==> config.mk <==
export PLATFORM = sky130hd
export DESIGN_NAME = fa16_rev_bennett_seq
export DESIGN_NICKNAME = d
export VERILOG_FILES = /design/src/rtl/fa16_rev_pkg.sv /design/src/rtl/fa16_rev_lifo.sv /design/src/rtl/fa16_rev_bennett_seq.sv
export SDC_FILE = /design/constraint.sdc
export NUM_CORES = 1
export LEC_CHECK = 0
export ABC_CLOCK_PERIOD_IN_PS = 3700
export CORE_MARGIN = 1
export CORE_UTILIZATION = 49
export DETAILED_ROUTE_END_ITERATION = 6
export GPL_ROUTABILITY_DRIVEN = 0
export PLACE_DENSITY = 0.79
export RECOVER_POWER = 50
export SYNTH_ARGS = -nofsm -noshare
export SYNTH_HDL_FRONTEND = slang
export SYNTH_SLANG_ARGS = --single-unit
==> constraint.sdc <==
create_clock -name clk -period 3.7 [get_ports clk]
set_clock_uncertainty 0.05 [all_clocks]
set_input_delay 0.555 -clock clk [delete_from_list [all_inputs] [get_ports clk]]
set_output_delay 0.555 -clock clk [all_outputs]
set_load 0.01 [all_outputs]
==> src/rtl/fa16_rev_pkg.sv <==
//==============================================================================
// fa16_rev_pkg : shared types for the fa16_rev Bennett sequencer and its LIFO
// Rev 1.0
//==============================================================================
`default_nettype none

package fa16_rev_pkg;

   localparam int DATA_W = 16;

   typedef enum logic [2:0] {
      IDLE      = 3'd0,
      TURN      = 3'd1,
      FWD_WAIT  = 3'd2,
      OUT_HOLD  = 3'd3,
      BWD_WAIT  = 3'd4,
      UNC_PULSE = 3'd5
   } state_t;

   // One history entry: everything the backward adder needs to run in reverse
   typedef struct packed {
      logic [DATA_W-1:0] s;
      logic [DATA_W-1:0] a_b;
      logic              c0_b;
      logic              c15;
`ifdef FA16_REV_CHECK_EN
      logic [DATA_W-1:0] orig_a;
      logic [DATA_W-1:0] orig_b;
      logic              orig_c0;
`endif
   } entry_t;

endpackage

`default_nettype wire

==> src/rtl/fa16_rev_lifo.sv <==
//==============================================================================
// fa16_rev_lifo : history stack of forward-pass results, newest entry on top
// Rev 1.0
//==============================================================================
`default_nettype none

module fa16_rev_lifo
   import fa16_rev_pkg::*;
#(
   parameter int DEPTH = 4,
   parameter int LW    = $clog2(DEPTH + 1)
) (
   input  logic          clk,
   input  logic          rst,
   input  logic          push,
   input  logic          pop,
   input  entry_t        push_data,
   output entry_t        pop_data,
   output logic [LW-1:0] level,
   output logic          full,
   output logic          empty
);

   localparam int AW = (DEPTH > 1) ? $clog2(DEPTH) : 1;

   entry_t        mem [DEPTH];
   logic [AW-1:0] wr_idx;
   logic [AW-1:0] rd_idx;

   assign wr_idx   = AW'(level);
   assign rd_idx   = AW'(level - LW'(1));
   assign pop_data = mem[rd_idx];

   always_ff @(posedge clk) begin
      if (push) begin
         mem[wr_idx] <= push_data;
      end
   end

   // Reset only rewinds the pointer; stale storage is unreachable afterwards
   always_ff @(posedge clk) begin
      if (rst) begin
         level <= '0;
         full  <= 1'b0;
         empty <= 1'b1;
      end else if (push && !pop) begin
         level <= level + LW'(1);
         full  <= (level + LW'(1)) == LW'(DEPTH);
         empty <= 1'b0;
      end else if (pop && !push) begin
         level <= level - LW'(1);
         full  <= 1'b0;
         empty <= level == LW'(1);
      end
   end

   a_no_push_full : assert property (@(posedge clk) disable iff (rst)
      !(push && (level == LW'(DEPTH))));

   a_no_pop_empty : assert property (@(posedge clk) disable iff (rst)
      !(pop && (level == '0)));

endmodule

`default_nettype wire

==> src/rtl/fa16_rev_bennett_seq.sv <==
//==============================================================================
// fa16_rev_bennett_seq : compute/uncompute sequencer around a reversible adder.
// Rev 1.0 -- define FA16_REV_CHECK_EN to store operands and verify round trips
//==============================================================================
`default_nettype none

module fa16_rev_bennett_seq
   import fa16_rev_pkg::*;
#(
   parameter int DEPTH      = 4,
   parameter int SETTLE_CYC = 2
) (
   input  logic                         clk,
   input  logic                         rst,
   input  logic                         in_valid,
   output logic                         in_ready,
   input  logic [15:0]                  in_a,
   input  logic [15:0]                  in_b,
   input  logic                         in_c0,
   output logic                         out_valid,
   input  logic                         out_ready,
   output logic [15:0]                  out_s,
   output logic                         out_c15,
   input  logic                         unc_valid,
   output logic                         unc_ready,
   output logic                         unc_done,
   output logic [15:0]                  unc_a,
   output logic [15:0]                  unc_b,
   output logic                         unc_c0,
   output logic                         unc_ok,
   output logic                         dir,
   output logic [15:0]                  f_a,
   output logic [15:0]                  f_b,
   output logic                         f_c0_f,
   output logic                         f_z,
   input  logic [15:0]                  f_s,
   input  logic [15:0]                  f_a_b,
   input  logic                         f_c0_b,
   input  logic                         f_c15,
   output logic [15:0]                  r_s,
   output logic [15:0]                  r_a_b,
   output logic                         r_c0_b,
   output logic                         r_c15,
   input  logic [15:0]                  r_a,
   input  logic [15:0]                  r_b,
   input  logic                         r_c0_f,
   input  logic                         r_z,
   output logic [$clog2(DEPTH+1)-1:0]   level,
   output logic                         full,
   output logic                         empty
);

   localparam int LW = $clog2(DEPTH + 1);
   localparam int CW = (SETTLE_CYC > 1) ? $clog2(SETTLE_CYC + 1) : 1;

   state_t        state;
   state_t        state_nx;
   logic [CW-1:0] cnt;
   logic [CW-1:0] cnt_nx;
   logic          target;
   logic          target_nx;
   logic          dir_nx;
   logic          accept_in;
   logic          accept_unc;
   logic          do_push;
   logic          do_cap;
   logic          settled;
   entry_t        push_entry;
   entry_t        pop_entry;

`ifdef FA16_REV_CHECK_EN
   logic [15:0]   held_a;
   logic [15:0]   held_b;
   logic          held_c0;
`endif

   assign in_ready  = (state == IDLE) && !full && !(unc_valid && !empty);
   assign unc_ready = (state == IDLE) && !empty;
   assign out_valid = (state == OUT_HOLD);
   assign unc_done  = (state == UNC_PULSE);
   assign f_z       = 1'b0;
   assign settled   = (cnt == CW'(SETTLE_CYC - 1));

   always_ff @(posedge clk) begin
      if (rst) begin
         state  <= IDLE;
         cnt    <= '0;
         target <= 1'b0;
         dir    <= 1'b0;
      end else begin
         state  <= state_nx;
         cnt    <= cnt_nx;
         target <= target_nx;
         dir    <= dir_nx;
      end
   end

   always_comb begin
      state_nx   = state;
      cnt_nx     = cnt;
      target_nx  = target;
      dir_nx     = dir;
      accept_in  = 1'b0;
      accept_unc = 1'b0;
      do_push    = 1'b0;
      do_cap     = 1'b0;
      case (state)
         IDLE: begin
            if (unc_valid && unc_ready) begin
               accept_unc = 1'b1;
               target_nx  = 1'b1;
               cnt_nx     = '0;
               state_nx   = dir ? BWD_WAIT : TURN;
            end else if (in_valid && in_ready) begin
               accept_in  = 1'b1;
               target_nx  = 1'b0;
               cnt_nx     = '0;
               state_nx   = dir ? TURN : FWD_WAIT;
            end
         end
         TURN: begin
            dir_nx   = target;
            state_nx = target ? BWD_WAIT : FWD_WAIT;
         end
         FWD_WAIT: begin
            if (settled) begin
               do_push  = 1'b1;
               state_nx = OUT_HOLD;
            end else begin
               cnt_nx = cnt + CW'(1);
            end
         end
         OUT_HOLD: begin
            if (out_ready) begin
               state_nx = IDLE;
            end
         end
         BWD_WAIT: begin
            if (settled) begin
               do_cap   = 1'b1;
               state_nx = UNC_PULSE;
            end else begin
               cnt_nx = cnt + CW'(1);
            end
         end
         UNC_PULSE: begin
            state_nx = IDLE;
         end
         default: begin
            state_nx = IDLE;
         end
      endcase
   end

   // f_a/f_b/f_c0_f still hold the operands when the forward result is pushed
   always_comb begin
      push_entry      = '0;
      push_entry.s    = f_s;
      push_entry.a_b  = f_a_b;
      push_entry.c0_b = f_c0_b;
      push_entry.c15  = f_c15;
`ifdef FA16_REV_CHECK_EN
      push_entry.orig_a  = f_a;
      push_entry.orig_b  = f_b;
      push_entry.orig_c0 = f_c0_f;
`endif
   end

   fa16_rev_lifo #(
      .DEPTH (DEPTH),
      .LW    (LW)
   ) u_lifo (
      .clk       (clk),
      .rst       (rst),
      .push      (do_push),
      .pop       (accept_unc),
      .push_data (push_entry),
      .pop_data  (pop_entry),
      .level     (level),
      .full      (full),
      .empty     (empty)
   );

   always_ff @(posedge clk) begin
      if (rst) begin
         f_a     <= '0;
         f_b     <= '0;
         f_c0_f  <= 1'b0;
         r_s     <= '0;
         r_a_b   <= '0;
         r_c0_b  <= 1'b0;
         r_c15   <= 1'b0;
         out_s   <= '0;
         out_c15 <= 1'b0;
         unc_a   <= '0;
         unc_b   <= '0;
         unc_c0  <= 1'b0;
         unc_ok  <= 1'b1;
`ifdef FA16_REV_CHECK_EN
         held_a  <= '0;
         held_b  <= '0;
         held_c0 <= 1'b0;
`endif
      end else begin
         if (accept_in) begin
            f_a    <= in_a;
            f_b    <= in_b;
            f_c0_f <= in_c0;
         end
         if (do_push) begin
            out_s   <= f_s;
            out_c15 <= f_c15;
         end
         if (accept_unc) begin
            r_s    <= pop_entry.s;
            r_a_b  <= pop_entry.a_b;
            r_c0_b <= pop_entry.c0_b;
            r_c15  <= pop_entry.c15;
`ifdef FA16_REV_CHECK_EN
            held_a  <= pop_entry.orig_a;
            held_b  <= pop_entry.orig_b;
            held_c0 <= pop_entry.orig_c0;
`endif
         end
         if (do_cap) begin
            unc_a  <= r_a;
            unc_b  <= r_b;
            unc_c0 <= r_c0_f;
`ifdef FA16_REV_CHECK_EN
            unc_ok <= (r_a == held_a) && (r_b == held_b) && (r_c0_f == held_c0) && !r_z;
`else
            unc_ok <= !r_z;
`endif
         end
      end
   end

endmodule

`default_nettype wire

### Word level (Yosys, flattened, before mapping)

Memories as Yosys holds them, arrays and structs flattened. A register that Yosys moved wholly into a read port is not among the register bits.
Cells that the tools add are included.

| cells by class | value |
|---|---|
| add/sub/neg operators | 3 |
| $mul | 0 |
| divide/modulo/power cells | 0 |
| magnitude comparators | 0 |
| equality and inequality tests | 13 |
| shifts and indexed selects | 0 |
| multiplexer cells | 31 |
| bitwise logic cells | 0 |
| reductions and logical operators | 22 |

Operator list:

| kind | number |
|---|---|
| 2-to-1 mux 3 bit | 9 |
| 2-to-1 mux 1 bit | 16 |
| one-hot mux 3 bit (5 select lines) | 1 |
| == test 3 bit (second input constant) | 3 |
| logical AND 1 bit | 8 |
| 2-to-1 mux 2 bit | 4 |
| == test 3 x 1 -> 1 bit (second input constant) | 2 |
| == test 3 x 2 -> 1 bit (second input constant) | 2 |
| logical NOT 1 bit | 6 |
| != test 2 bit (second input constant) | 3 |
| nonzero test 2 bit | 3 |
| one-hot mux 2 bit (2 select lines) | 1 |
| AND reduction 4 bit | 1 |
| adder 3 x 1 -> 3 bit (second input constant) | 1 |
| logical NOT 3 bit | 1 |
| != test 3 x 1 -> 1 bit (second input constant) | 1 |
| AND reduction 3 bit | 1 |
| subtractor 3 x 1 -> 3 bit (second input constant) | 1 |
| adder 2 x 1 -> 2 bit (second input constant) | 1 |
| == test 2 x 1 -> 1 bit (second input constant) | 1 |
| != test 2 x 1 -> 1 bit (second input constant) | 1 |
| AND reduction 2 bit | 1 |
| OR reduction 2 bit | 1 |

| storage, ports and cells | value |
|---|---|
| register bits after elaboration | 96 |
| bits in latches | 0 |
| bits in writable memories | 136 |
| ROM bits | 0 |
| output and inout bits | 129 |
| word-level logic and storage cells | 86 |
| memories kept | 1 |

Memories:

| memory | words | width | read ports | clocked after memory_dff | write ports | line | source |
|---|---|---|---|---|---|---|---|
| u_lifo.mem | 4 | 34 | 1 | 1 | 1 | fa16_rev_lifo.sv:26 | `entry_t mem [DEPTH];` |

### Depth between registers and ports, before layout

Gate-level depths: netlist of run 1.

| depth | value |
|---|---|
| depth in word-level cells | 8 |
| gate-level depth with buffers | 10 |
| gate-level depth less buffers | 9 |

### Hierarchy

From an unflattened synthesis of run 1, not the netlist that was laid out.

| unflattened totals | value |
|---|---|
| cells, all modules | 799 |
| area, all modules | 9923.3 um^2 |

Modules (own cells, without submodules):

| module | times used | cells each | area each (um^2) | sequential area each (um^2) |
|---|---|---|---|---|
| fa16_rev_lifo | 1 | 221 | 5323.9 | 4184.0 |
| fa16_rev_bennett_seq | 1 | 578 | 4599.4 | 2502.4 |

### Worst setup path after synthesis of run 1

No wires, ideal clock.

| timing | value |
|---|---|
| path kind | register to register |
| start point | register state[1] |
| end point | memory u_lifo.mem[1][0] (netlist name), enable pin |
| data arrival time | 2.651 ns |
| slack | 0.574 ns |
| cell stages (with the launch flop) | 6 |
| path buffers | 2 |
| period minus slack after synthesis | 3.126 ns |
| cells stage by stage | dfxtp_1 -> buf_2 -> nor2b_1 -> nand3_1 -> clkbuf_1 -> nor2_1 |

| on the way | value |
|---|---|
| cells in the longest elaborated chain, start to end | 4 |

Ends and longest elaborated chain:

| what | line | source |
|---|---|---|
| start: declaration | fa16_rev_bennett_seq.sv:56 | `state_t state;` |
| start signal: assignment | fa16_rev_bennett_seq.sv:91 | `state <= state_nx;` |
| == test 3 x 2 -> 1 bit | fa16_rev_bennett_seq.sv:107 | `case (state)` |
| 2-to-1 mux 1 bit | fa16_rev_bennett_seq.sv:107 |  |
| 2-to-1 mux 1 bit | fa16_rev_lifo.sv:35 | `if (push) begin` |
| 2-to-1 mux 1 bit (not written as such) | fa16_rev_lifo.sv:36 | `mem[wr_idx] <= push_data;` |
| end: declaration | fa16_rev_lifo.sv:26 |  |

Every way passes these cells.

### Final worst setup path of run 1

| timing | value |
|---|---|
| start point | register state[1] |
| end point | memory u_lifo.mem[3][19] (netlist name), enable pin |

The elaborated chain is that of the path after synthesis.

==> impl_summary.log, run 1 <==
[metrics] result of the run: finished clean
[metrics] setup repair after global routing missed its margin: no
[metrics] most numerous cell types in the synthesized netlist: 172 x sky130_fd_sc_hd__nand2_1, 136 x sky130_fd_sc_hd__edfxtp_1, 130 x sky130_fd_sc_hd__dfxtp_1
[metrics] final-report hold violation count: 0
[metrics] DRC violation total after the first TritonRoute iteration: ~420
[metrics] biggest cell delay along the critical path: ~0.62 ns
[metrics] CTS tree: built
[metrics] number of flip-flops and latches in the synthesized netlist: roughly 270
[metrics] number of standard cells in the layout, taps in and fillers out: 1237
[metrics] path category of the worst min-delay check: flip-flop to flip-flop
[metrics] cell-by-cell trace of the critical path: nor2b_1 > nand3_1 > buf_4 > inv_1 > and2_2 > buf_4
[metrics] minimum clock period: 2.98 ns
[metrics] area delta synth->final: 36.1%
[metrics] power per unit of standard cell area: roughly 590 nW/um^2
[metrics] Mapped Avg Cell Area: 13.3 sq um
[metrics] Mapped Nets: 839
[metrics] part of the Yosys area used for sequential elements: 69.4%
[metrics] critical path data required time: 3.88 ns
[metrics] peak supply drop: between 0.3 and 0.4 mV
[metrics] post_cts resized: 0
[metrics] kind of start point of the critical path: flip-flop
[metrics] Setup Crit Path Kind: flip-flop to flip-flop
[metrics] Yosys cell types: 39
[metrics] post-synthesis cell area: 9640 sq um
[metrics] placed cell count: 1185
[metrics] die extent in x: 142 microns
[metrics] sort of element at the end of the critical path: flip-flop
[metrics] number of setup buffers added after CTS: 0
[metrics] Max Fanout on Critical Path: 22
[metrics] clock insertion delay at the later pin of the skew report: roughly 0.52 ns
[metrics] number of placement rows: 50
[metrics] vertical extent of the die: 142 microns
[metrics] ratio of cells with drive above 1 in the final layout: 10.6%
[metrics] Final Max Tran Viols: 0
[metrics] tightest slew margin relative to the limit: ~3.5%
[metrics] remaining global-route overflow: 0
[metrics] number of buffers added on ports: around 230
[metrics] Leakage Power: between 4 and 5 nW
[metrics] post-synth top area share: between 40 and 50%
[metrics] Post-DRT Antenna Nets: 0
[metrics] total of fill cells in the finished design: roughly 1.3k
[metrics] final-report setup violation count: 0
[metrics] number of standard cells after synthesis: 723
[metrics] Via density: 5.19
[metrics] ranking of synthesized cells by area: sky130_fd_sc_hd__edfxtp_1 42%, sky130_fd_sc_hd__dfxtp_1 27%, sky130_fd_sc_hd__mux4_2 7.9%
[metrics] final sum of negative setup slack: 0 ns
[metrics] clock-pin slew on the worst setup and hold paths: 0.06 ns
[metrics] share of synthesized registers carrying an async set or reset: 0%
[metrics] Yosys Warn Count: 0
[metrics] CTS HTree Levels: 1
[metrics] placeable core region: 19000 sq um
[metrics] cts bufs inserted: 27
[metrics] global-route usage over all layers: 21.5%
[metrics] vias post-DR: around 6.4k
[metrics] most used flip-flop cell after synthesis: sky130_fd_sc_hd__edfxtp_1
[metrics] cell at the slowest stage of the critical path: sky130_fd_sc_hd__inv_1
[metrics] Die Footprint: 20200 sq um
[metrics] period utilisation layout: 80.5%
[metrics] transition at the pin with the smallest max-transition slack: 1.45 ns
[metrics] number of enable flip-flop cells after synthesis: about 140
[metrics] clock tree root driver cell: sky130_fd_sc_hd__clkbuf_16
[metrics] Initial Utilization: 50.7%
[metrics] first-pass GRT wire length: approximately 34 mm
[metrics] Final Core Density: 69.0%
[metrics] FMAX: 336 MHz
[metrics] most frequent cell on the critical path: sky130_fd_sc_hd__buf_4
[metrics] Hold Buf Count CTS: 0
[metrics] initial antenna violation count: 2
[metrics] pin count of the biggest net entering global routing: 77
[metrics] dominant cell type by area after synthesis: sky130_fd_sc_hd__edfxtp_1
[metrics] placed wire-length estimate: 14.0 mm
[metrics] count of max-cap constraint violations: 0
[metrics] maximum clock path buffer count: 3
[metrics] Wirelength per Cell: 17.5 microns
[metrics] Arr. time, crit path: around 3.2 ns
[metrics] Final Routed Wirelength: roughly 22 mm
[metrics] first-pass detailed-route iteration total: 4
[metrics] DRC violation count after routing: 0
[metrics] number of clock sinks: 266
[metrics] number of global-route vias before repair: 6473
[metrics] I/O pin count: 235
[metrics] final net count: between 1k and 1.5k
[metrics] most instantiated library cell after synthesis: sky130_fd_sc_hd__nand2_1
[cell type report]
class | count | area [sq um] | area share [%]
Sequential cell | 266 | 6690 | 51.0
Multi-Input combinational cell | 403 | 2720 | 20.7
Timing Repair Buffer | 247 | 2430 | 18.5
Clock buffer | 31 | 711 | 5.41
Tap cell | 260 | 325 | 2.48
Clock inverter | 19 | 216 | 1.65
Inverter | 9 | 33.8 | 0.257
Antenna cell | 2 | 5.00 | 0.0381
[layout by cell type, fill, tap and decap left out, types with 7 or more instances in the layout]
| cell | n |
|---|---|
| sky130_fd_sc_hd__a21oi_1 | 91 |
| sky130_fd_sc_hd__a22o_1 | 34 |
| sky130_fd_sc_hd__buf_4 | 14 |
| sky130_fd_sc_hd__clkbuf_16 | 27 |
| sky130_fd_sc_hd__clkdlybuf4s50_1 | 110 |
| sky130_fd_sc_hd__clkinv_2 | 7 |
| sky130_fd_sc_hd__dfxtp_1 | 129 |
| sky130_fd_sc_hd__dlygate4sd3_1 | 122 |
| sky130_fd_sc_hd__edfxtp_1 | 136 |
| sky130_fd_sc_hd__ha_1 | 9 |
| sky130_fd_sc_hd__inv_1 | 8 |
| sky130_fd_sc_hd__mux4_2 | 34 |
| sky130_fd_sc_hd__nand2_1 | 172 |
| sky130_fd_sc_hd__nor2_1 | 9 |
[registers in the layout (all words and copies together), names as in the netlist, 3 cells and up]
register      count
u_lifo.mem      136
out_s            16
r_a_b            16
unc_a            16
f_a              16
unc_b            16
u_lifo.level      3
f_b              16
state             3
r_s              16
[through the flow]
step	setup WS, ns	cell area (sq um)	power, mW	hold slack (ns)
after global routing	0.503	13100	8.08	0.418
after detailed placement	0.816	12200	5.08	0.396
final	0.721	13100	7.76	0.399
after CTS	0.906	13100	7.89	0.405
after global placement	0.866	12200	5.06	0.391
after floorplan	0.574	9640	4.46	0.402
[cell families (layout without fill, tap and decap cells)]
family	Yosys count	in the layout	share of synthesized area [%]
muxes	36	36	8.16
adders and majority gates	10	10	1.30
AOI/OAI and AO/OA	139	139	8.79
and+or+nand+nor	215	215	9.44
DFF	266	266	69.4
other	1	3	0.0389
xor gates and xnor gates	2	2	0.182
buffers and inverters	54	306	2.74
[critical path, delay by kind of cell (launching register included)]
family | cells | cell delay (ns)
buffers and inverters | 3 | 1.13
flip-flops | 1 | 0.54
AND/OR/NAND/NOR | 3 | 0.95
[routing by layer]
metal / track usage, % / vias up / share of wire, %
met5: 0 / - / 0
met4: 7.36 / 0 / 2.7
met3: 5.35 / 43 / 7.6
met2: 36.6 / 239 / 50
met1: 26.8 / 3065 / 40
li1: - / 3075 / -
[power breakdown]
group / switching [mW] / internal, mW
clock: 1.08 / 1.72
sequential: 0.142 / 3.31
combinational: 0.784 / 0.725
total: 2.01 / 5.75
[worst paths after layout]
check	start	to	slack, ns	depth (start not counted)
worst min register to register	unc_b[3]$_SDFFE_PP0P_	unc_b[3]$_SDFFE_PP0P_	0.40	2
worst max-delay path	state[1]$_SDFFE_PP0P_	u_lifo.mem[3][19]$_DFFE_PP_	0.72	6
worst min-delay path	unc_b[3]$_SDFFE_PP0P_	unc_b[3]$_SDFFE_PP0P_	0.40	2
worst max register to register	state[1]$_SDFFE_PP0P_	u_lifo.mem[3][19]$_DFFE_PP_	0.72	6
Power figures use the tool's default switching activity.
==> run 2, diff against run 1 <==
--- a/config.mk
+++ b/config.mk
@@ -5,7 +5,7 @@
 export SDC_FILE = /design/constraint.sdc
 export NUM_CORES = 1
 export LEC_CHECK = 0
-export ABC_CLOCK_PERIOD_IN_PS = 3700
+export ABC_CLOCK_PERIOD_IN_PS = 3100
 export CORE_MARGIN = 1
 export CORE_UTILIZATION = 49
 export DETAILED_ROUTE_END_ITERATION = 6
==> constraint.sdc (replaced) <==
create_clock -name clk -period 3.1 [get_ports clk]
set_clock_uncertainty 0.05 [all_clocks]
set_input_delay 0.465 -clock clk [delete_from_list [all_inputs] [get_ports clk]]
set_output_delay 0.465 -clock clk [all_outputs]
set_load 0.01 [all_outputs]
==> run 2 against run 1 <==
Clock-buffer cell count up 5. Critical path depth fell by 3. Clock power up 10%. Die area stayed put. Power up 17%. Combinational power is 22% higher. Cell count up 0.16%. Worst setup slack got worse by 0.46 ns. Via count up 1.0%. Worst hold slack got worse by 0.039 ns. Sequential share of layout area up 0.13 points. Critical endpoint is now in_ready.
==> impl_summary.log, run 2 (synthesis gave the netlist of run 1 again) <==
[metrics] ratio of cells with drive above 1 in the final layout: 10.2% (-0.35 points)
[metrics] area delta synth->final: 35.9%
[metrics] number of setup buffers added after CTS: 0 (unchanged)
[metrics] Setup Crit Path Kind: flip-flop to primary output
[metrics] first-pass detailed-route iteration total: 5 (+1)
[metrics] number of placement rows: 50 (unchanged)
[metrics] worst-case hold slack: 0.360 ns (-0.0385 ns)
[metrics] peak supply drop: 0.442 mV (+22%)
[metrics] biggest cell delay along the critical path: 0.63 ns (about the same)
[metrics] Max Fanout on Critical Path: 11 (-50%)
[metrics] Via density: 5.24 (+0.86%)
[metrics] maximum clock path buffer count: 3 (unchanged)
[metrics] clock tree root driver cell: sky130_fd_sc_hd__clkbuf_16
[metrics] critical path data required time: 2.58 ns (-1.30 ns)
[metrics] Diodes inserted: 0 (-2)
[metrics] final net count: 1074 (+0.37%)
[metrics] sort of element at the end of the critical path: primary output
[metrics] pin count of the biggest net entering global routing: 54 (-30%)
[metrics] Arr. time, crit path: 2.32 ns (-0.84 ns)
[metrics] Final Core Density: 68.9% (-0.14 points)
[metrics] most frequent cells in the layout: 172 x sky130_fd_sc_hd__nand2_1, 136 x sky130_fd_sc_hd__edfxtp_1, 129 x sky130_fd_sc_hd__dfxtp_1, 129 x sky130_fd_sc_hd__clkdlybuf4s50_1, 103 x sky130_fd_sc_hd__dlygate4sd3_1
[metrics] hold path depth: 2 (unchanged)
[metrics] minimum clock period: 2.84 ns
[metrics] largest register by flop count: u_lifo.mem
[metrics] power per unit of standard cell area: 692 nW/um^2 (+17%)
[metrics] final-report setup violation count: 0 (unchanged)
[metrics] share of power burned in combinational logic: 20.3% (+0.8 points)
[metrics] clock insertion delay at the later pin of the skew report: 0.53 ns (about the same)
[metrics] Final Routed Wirelength: 22.2 mm (+2.7%)
[metrics] proportion of power drawn by flip-flops and latches: 45.6% (+1.1 points)
[metrics] cell at the slowest stage of the critical path: sky130_fd_sc_hd__clkdlybuf4s50_1
[metrics] leading cell type in the layout, fill and taps excluded: sky130_fd_sc_hd__nand2_1
[metrics] kind of cell adding the most delay to the critical path: simple AND/OR/NAND/NOR gates
[metrics] remaining global-route overflow: 0 (unchanged)
[metrics] result of the run: finished clean
[metrics] cts bufs inserted: 27 (unchanged)
[metrics] final sum of negative setup slack: 0 ns (unchanged)
[metrics] r2r startpoint: state[2]$_SDFFE_PP0P_
[metrics] Worst Min Path Start: rst
[metrics] number of global-route vias before repair: 6309 (-2.5%)
[metrics] number of standard cells in the layout, taps in and fillers out: 1239 (+0.16%)
[metrics] I/O pin count: 235 (unchanged)
[metrics] final-report hold violation count: 0 (unchanged)
[metrics] FMAX: 352 MHz
[metrics] Post-DRT Antenna Nets: 0 (unchanged)
[metrics] max FFs per register: 136 (unchanged)
[metrics] P_int: 6.64 mW (+15%)
[metrics] count of max-cap constraint violations: 0 (unchanged)
[metrics] setup repair after global routing missed its margin: no
[metrics] placed cell count: 1189 (+0.34%)
[metrics] buffering stage count on the worst path with inverters included: 1 (-2)
[metrics] placeable core region: 19000 sq um (unchanged)
[metrics] Hold Path Sink: u_lifo.level[0]$_SDFFE_PP0P_
[metrics] Crit. Startpoint: state[2]$_SDFFE_PP0P_
[metrics] vias post-DR: 6488 (+1.0%)
[metrics] final worst-path setup slack: 0.261 ns (-0.460 ns)
[metrics] net switching power of the design: 2.42 mW (+21%)
[metrics] DRC violation count after routing: 0 (unchanged)
[metrics] Design Area, Final: 13100 sq um (-0.21%)
[metrics] period utilisation layout: 91.6%
[metrics] number of clock sinks: 266 (unchanged)
[metrics] register-to-register path setup slack: 0.48 ns (-0.24 ns)
[metrics] cell-by-cell trace of the critical path: or3_1 > nor3_1 > clkdlybuf4s50_1
[metrics] Total Power: 9.06 mW (+17%)
[metrics] worst setup slack after placement: 0.536 ns (-0.280 ns)
[metrics] FF-to-FF path depth: 5 (-1)
[metrics] DRC violation total after the first TritonRoute iteration: 410 (-1.9%)
[metrics] switching share of power: 26.8% (+0.89 points)
[metrics] vertical extent of the die: 142 microns (unchanged)
[metrics] number of buffers added on ports: 233 (unchanged)
[metrics] transition at the pin with the smallest max-transition slack: 1.40 ns (-0.0446 ns)
[metrics] Initial Utilization: 50.7% (unchanged)
[metrics] clock network power share: 34.1% (-2.0 points)
[metrics] capture point of the worst reg-to-reg path: f_a[8]$_SDFFE_PP0P_
[metrics] clock-pin slew on the worst setup and hold paths: 0.06 ns (about the same)
[metrics] CTS tree: built
[metrics] CTS HTree Levels: 1 (unchanged)
[metrics] Final Max Tran Viols: 0 (unchanged)
[metrics] placed wire-length estimate: 14.2 mm (+1.5%)
[metrics] kind of start point of the critical path: flip-flop
[metrics] post_cts resized: 0 (unchanged)
[metrics] tightest slew margin relative to the limit: 6.45% (+3.0 points)
[metrics] Die Footprint: 20200 sq um (unchanged)
[metrics] standard cell area after detailed placement: 12300 sq um (+0.57%)
[metrics] global-route usage over all layers: 21.8% (+0.33 points)
[metrics] die extent in x: 142 microns (unchanged)
[metrics] initial antenna violation count: 0 (-2)
[metrics] path category of the worst min-delay check: primary input to flip-flop
[metrics] Wirelength per Cell: 17.9 microns (+2.6%)
[metrics] first-pass GRT wire length: 33.8 mm (+0.62%)
[metrics] Leakage Power: 4.62 nW (-1.9%)
[metrics] Hold Buf Count CTS: 0 (unchanged)
==> run 2: how the worst max path moves through the flow <==
stage | cells after the start | endpoint
after detailed placement | 7 | r_s[6]$_SDFFE_PP0P_
after CTS | 3 | in_ready
after floorplan | 8 | r_a_b[0]$_SDFFE_PP0P_
after global placement | 7 | r_a_b[12]$_SDFFE_PP0P_
final | 3 | in_ready
after global routing | 3 | in_ready
==> run 2: power groups by stage <==
stage	clock network (mW)	logic, mW	registers [mW]
after floorplan	0	1.12	4.20
after global placement	0	1.87	4.21
after detailed placement	0	1.90	4.21
after CTS	3.15	1.92	4.14
after global routing	3.28	1.99	4.16
final	3.09	1.84	4.13
==> run 2: cell type report <==
class	instances	area, sq um
Clock buffer	36	719
Clock inverter	14	124
Fill cell	1361	5920
Inverter	9	33.8
Multi-Input combinational cell	403	2710
Sequential cell	266	6690
Tap cell	260	325
Timing Repair Buffer	251	2490
==> run 2: metal layers <==
metal	global-route usage [%]	vias up	part of all wire, %
met5	0	-	0
met4	7.19	0	2.5
met3	5.18	42	7.9
met2	36.7	243	50
met1	27.9	3122	39
li1	-	3081	-
==> run 3, diff against run 2 <==
--- a/config.mk
+++ b/config.mk
@@ -10,8 +10,10 @@
 export CORE_UTILIZATION = 49
 export DETAILED_ROUTE_END_ITERATION = 6
 export GPL_ROUTABILITY_DRIVEN = 0
+export GPL_TIMING_DRIVEN = 0
 export PLACE_DENSITY = 0.79
 export RECOVER_POWER = 50
 export SYNTH_ARGS = -nofsm -noshare
 export SYNTH_HDL_FRONTEND = slang
 export SYNTH_SLANG_ARGS = --single-unit
+export TNS_END_PERCENT = 50
==> run 3 against run 2 <==
Register-to-register slack got worse by 0.24 ns. Sequential cell count unchanged. Non-clock buffer count increased by 30. Power about the same. Critical path depth increased by 4. Clock power decreased by 2%. Clock-buffer cell count increased by 4. Cell count increased by 2.4%. Largest cell class unchanged. Highest routed layer unchanged.
==> impl_summary.log, run 3 (synthesis gave the netlist of run 1 again) <==
[metrics] result of the run: finished clean
[metrics] capture point of the worst reg-to-reg path: r_s[8]$_SDFFE_PP0P_
[metrics] Diodes inserted: 0 (unchanged)
[metrics] number of placement rows: 50 (unchanged)
[metrics] kind of start point of the critical path: flip-flop
[metrics] DRC violation count after routing: 0 (unchanged)
[metrics] Final Routed Wirelength: 22.9 mm (+3.2%)
[metrics] placed cell count: 1220 (+2.6%)
[metrics] clock-pin slew on the worst setup and hold paths: 0.06 ns (about the same)
[metrics] power per unit of standard cell area: 686 nW/um^2 (-0.82%)
[metrics] critical path data required time: 3.47 ns (+0.89 ns)
[metrics] final net count: 1104 (+2.8%)
[metrics] Final Core Density: 69.5% (+0.62 points)
[metrics] number of global-route vias before repair: 6540 (+3.7%)
[metrics] Worst Min Path Start: unc_b[6]$_SDFFE_PP0P_
[metrics] r2r startpoint: u_lifo.level[0]$_SDFFE_PP0P_
[metrics] hold path depth: 2 (unchanged)
[metrics] multi-input combinational cell area: 2690 sq um (-0.69%)
[metrics] initial antenna violation count: 0 (unchanged)
[metrics] Initial Utilization: 50.7% (unchanged)
[metrics] first-pass detailed-route iteration total: 5 (unchanged)
[metrics] Die Footprint: 20200 sq um (unchanged)
[metrics] CTS tree: built
[metrics] most frequent cells in the layout: 172 x sky130_fd_sc_hd__nand2_1, 136 x sky130_fd_sc_hd__edfxtp_1, 130 x sky130_fd_sc_hd__dfxtp_1, 117 x sky130_fd_sc_hd__dlygate4sd3_1, 116 x sky130_fd_sc_hd__clkdlybuf4s50_1
[metrics] final sum of negative setup slack: 0 ns (unchanged)
[metrics] FMAX: 350 MHz (-0.66%)
[metrics] DRC violation total after the first TritonRoute iteration: 369 (-10%)
[metrics] number of buffers added on ports: 233 (unchanged)
[metrics] pin count of the biggest net entering global routing: 31 (-43%)
[metrics] Register Area: 6690 sq um (about the same)
[metrics] count of max-cap constraint violations: 0 (unchanged)
[metrics] path category of the worst min-delay check: flip-flop to flip-flop
[metrics] area delta synth->final: 37.1%
[metrics] vertical extent of the die: 142 microns (unchanged)
[metrics] leading cell type in the layout, fill and taps excluded: sky130_fd_sc_hd__nand2_1
[metrics] number of clock sinks: 266 (unchanged)
[metrics] Total Power: 9.07 mW (about the same)
[metrics] Arr. time, crit path: 3.23 ns (+0.91 ns)
[metrics] maximum clock path buffer count: 3 (unchanged)
[metrics] cts bufs inserted: 27 (unchanged)
[metrics] remaining global-route overflow: 0 (unchanged)
[metrics] global-route usage over all layers: 22.9% (+1.1 points)
[metrics] vias post-DR: 6596 (+1.7%)
[metrics] sort of element at the end of the critical path: flip-flop
[metrics] setup repair after global routing missed its margin: no
[metrics] Design Area, Final: 13200 sq um (+0.90%)
[metrics] worst-case hold slack: 0.397 ns (+0.0373 ns)
[metrics] total of fill cells in the finished design: 1367 (+0.44%)
[metrics] ratio of cells with drive above 1 in the final layout: 10.7% (+0.49 points)
[metrics] placeable core region: 19000 sq um (unchanged)
[metrics] first-pass GRT wire length: 35.2 mm (+4.1%)
[metrics] clock tree root driver cell: sky130_fd_sc_hd__clkbuf_16
[metrics] Hold Path Sink: unc_b[6]$_SDFFE_PP0P_
[metrics] final worst-path setup slack: 0.242 ns (-0.0190 ns)
[metrics] Setup Crit Path Kind: flip-flop to flip-flop
[metrics] Wirelength per Cell: 18.1 microns (+0.78%)
[metrics] I/O pin count: 235 (unchanged)
[metrics] max FFs per register: 136 (unchanged)
[metrics] final-report hold violation count: 0 (unchanged)
[metrics] Crit. Startpoint: u_lifo.level[0]$_SDFFE_PP0P_
[metrics] minimum clock period: 2.86 ns (+0.0189 ns)
[metrics] peak supply drop: 0.450 mV (+1.9%)
[metrics] tightest slew margin relative to the limit: 49.9% (+43 points)
[metrics] register-to-register path setup slack: 0.24 ns (-0.24 ns)
[metrics] CTS HTree Levels: 1 (unchanged)
[metrics] placed wire-length estimate: 16.0 mm (+12%)
[metrics] period utilisation layout: 92.2% (+0.61 points)
[metrics] number of standard cells in the layout, taps in and fillers out: 1269 (+2.4%)
[metrics] transition at the pin with the smallest max-transition slack: 0.752 ns (-0.651 ns)
[metrics] worst setup slack after placement: -0.270 ns (-0.806 ns)
[metrics] die extent in x: 142 microns (unchanged)
[metrics] Via density: 5.20 (-0.74%)
[metrics] largest register by flop count: u_lifo.mem
[metrics] FF-to-FF path depth: 7 (+2)
[metrics] Leakage Power: 4.75 nW (+2.8%)
[metrics] standard cell area after detailed placement: 12400 sq um (+0.96%)
[metrics] Final Max Tran Viols: 0 (unchanged)
[metrics] clock insertion delay at the later pin of the skew report: 0.53 ns (about the same)
[metrics] Post-DRT Antenna Nets: 0 (unchanged)
[metrics] Max Fanout on Critical Path: 10 (-1)
[metrics] final-report setup violation count: 0 (unchanged)
run 3: changes by cell type in the layout (fill, tap and decap cells not counted), moves of 2 or more:
cell,previous run,this run
sky130_fd_sc_hd__buf_2,0,11
sky130_fd_sc_hd__buf_4,14,3
sky130_fd_sc_hd__buf_6,0,4
sky130_fd_sc_hd__bufinv_16,2,0
sky130_fd_sc_hd__clkbuf_1,10,30
sky130_fd_sc_hd__clkbuf_2,0,2
sky130_fd_sc_hd__clkbuf_8,1,5
sky130_fd_sc_hd__clkdlybuf4s50_1,129,116
sky130_fd_sc_hd__clkinvlp_4,2,0
sky130_fd_sc_hd__dlygate4sd3_1,103,117
sky130_fd_sc_hd__nor2_2,0,2
sky130_fd_sc_hd__nor2_4,3,1
run 3: worst max-delay path: stages (launching register included):
cell and delay (ns):
sky130_fd_sc_hd__dfxtp_1 0.44, sky130_fd_sc_hd__buf_2 0.34, sky130_fd_sc_hd__clkbuf_4 0.33, sky130_fd_sc_hd__inv_1 0.10
sky130_fd_sc_hd__ha_1 0.53, sky130_fd_sc_hd__clkbuf_2 0.38, sky130_fd_sc_hd__mux4_2 0.37, sky130_fd_sc_hd__a22o_1 0.21
run 3: timing repair:
item                                    in CTS  in global routing
resized for setup                            2                  1
setup buffers                                0                  0
pin swaps                                    0                  0
hold buffers                                 0                  0
endpoints found under the hold margin        0                  0
endpoints found under the setup margin      29                 19
run 3: cell type report:
cell class	instances	area share (%)
timing repair buffer	237	18.3
multi-input combinational	403	20.4
clock buffer	40	5.86
buffer	44	1.71
inverter	9	0.256
clock inverter	10	0.492
tap	260	2.46
sequential	266	50.6
run 3: worst max path at each step:
stage,endpoint,slack [ns],cells past startpoint
final,r_s[8]$_SDFFE_PP0P_,0.24,7
after global routing,r_s[11]$_SDFFE_PP0P_,0.05,7
after CTS,r_s[11]$_SDFFE_PP0P_,0.11,7
after detailed placement,r_s[8]$_SDFFE_PP0P_,-0.27,8
after global placement,u_lifo.mem[1][3]$_DFFE_PP_,-0.64,5
after floorplan,r_a_b[0]$_SDFFE_PP0P_,0.45,8
run 3: where the power goes:
| part | internal [mW] | switching (mW) | total [mW] |
|---|---|---|---|
| Combinational | 0.941 | 1.03 | 1.97 |
| Clock | 1.74 | 1.30 | 3.03 |
| Sequential | 3.95 | 0.117 | 4.06 |
run 3: per-layer routing:
| layer | track usage (%) | wire length (microns) |
|---|---|---|
| met2 | 39.2 | 11700 |
| met5 | 0 | 0 |
| met4 | 6.85 | 510 |
| met3 | 5.96 | 1810 |
| met1 | 28.5 | 8950 |
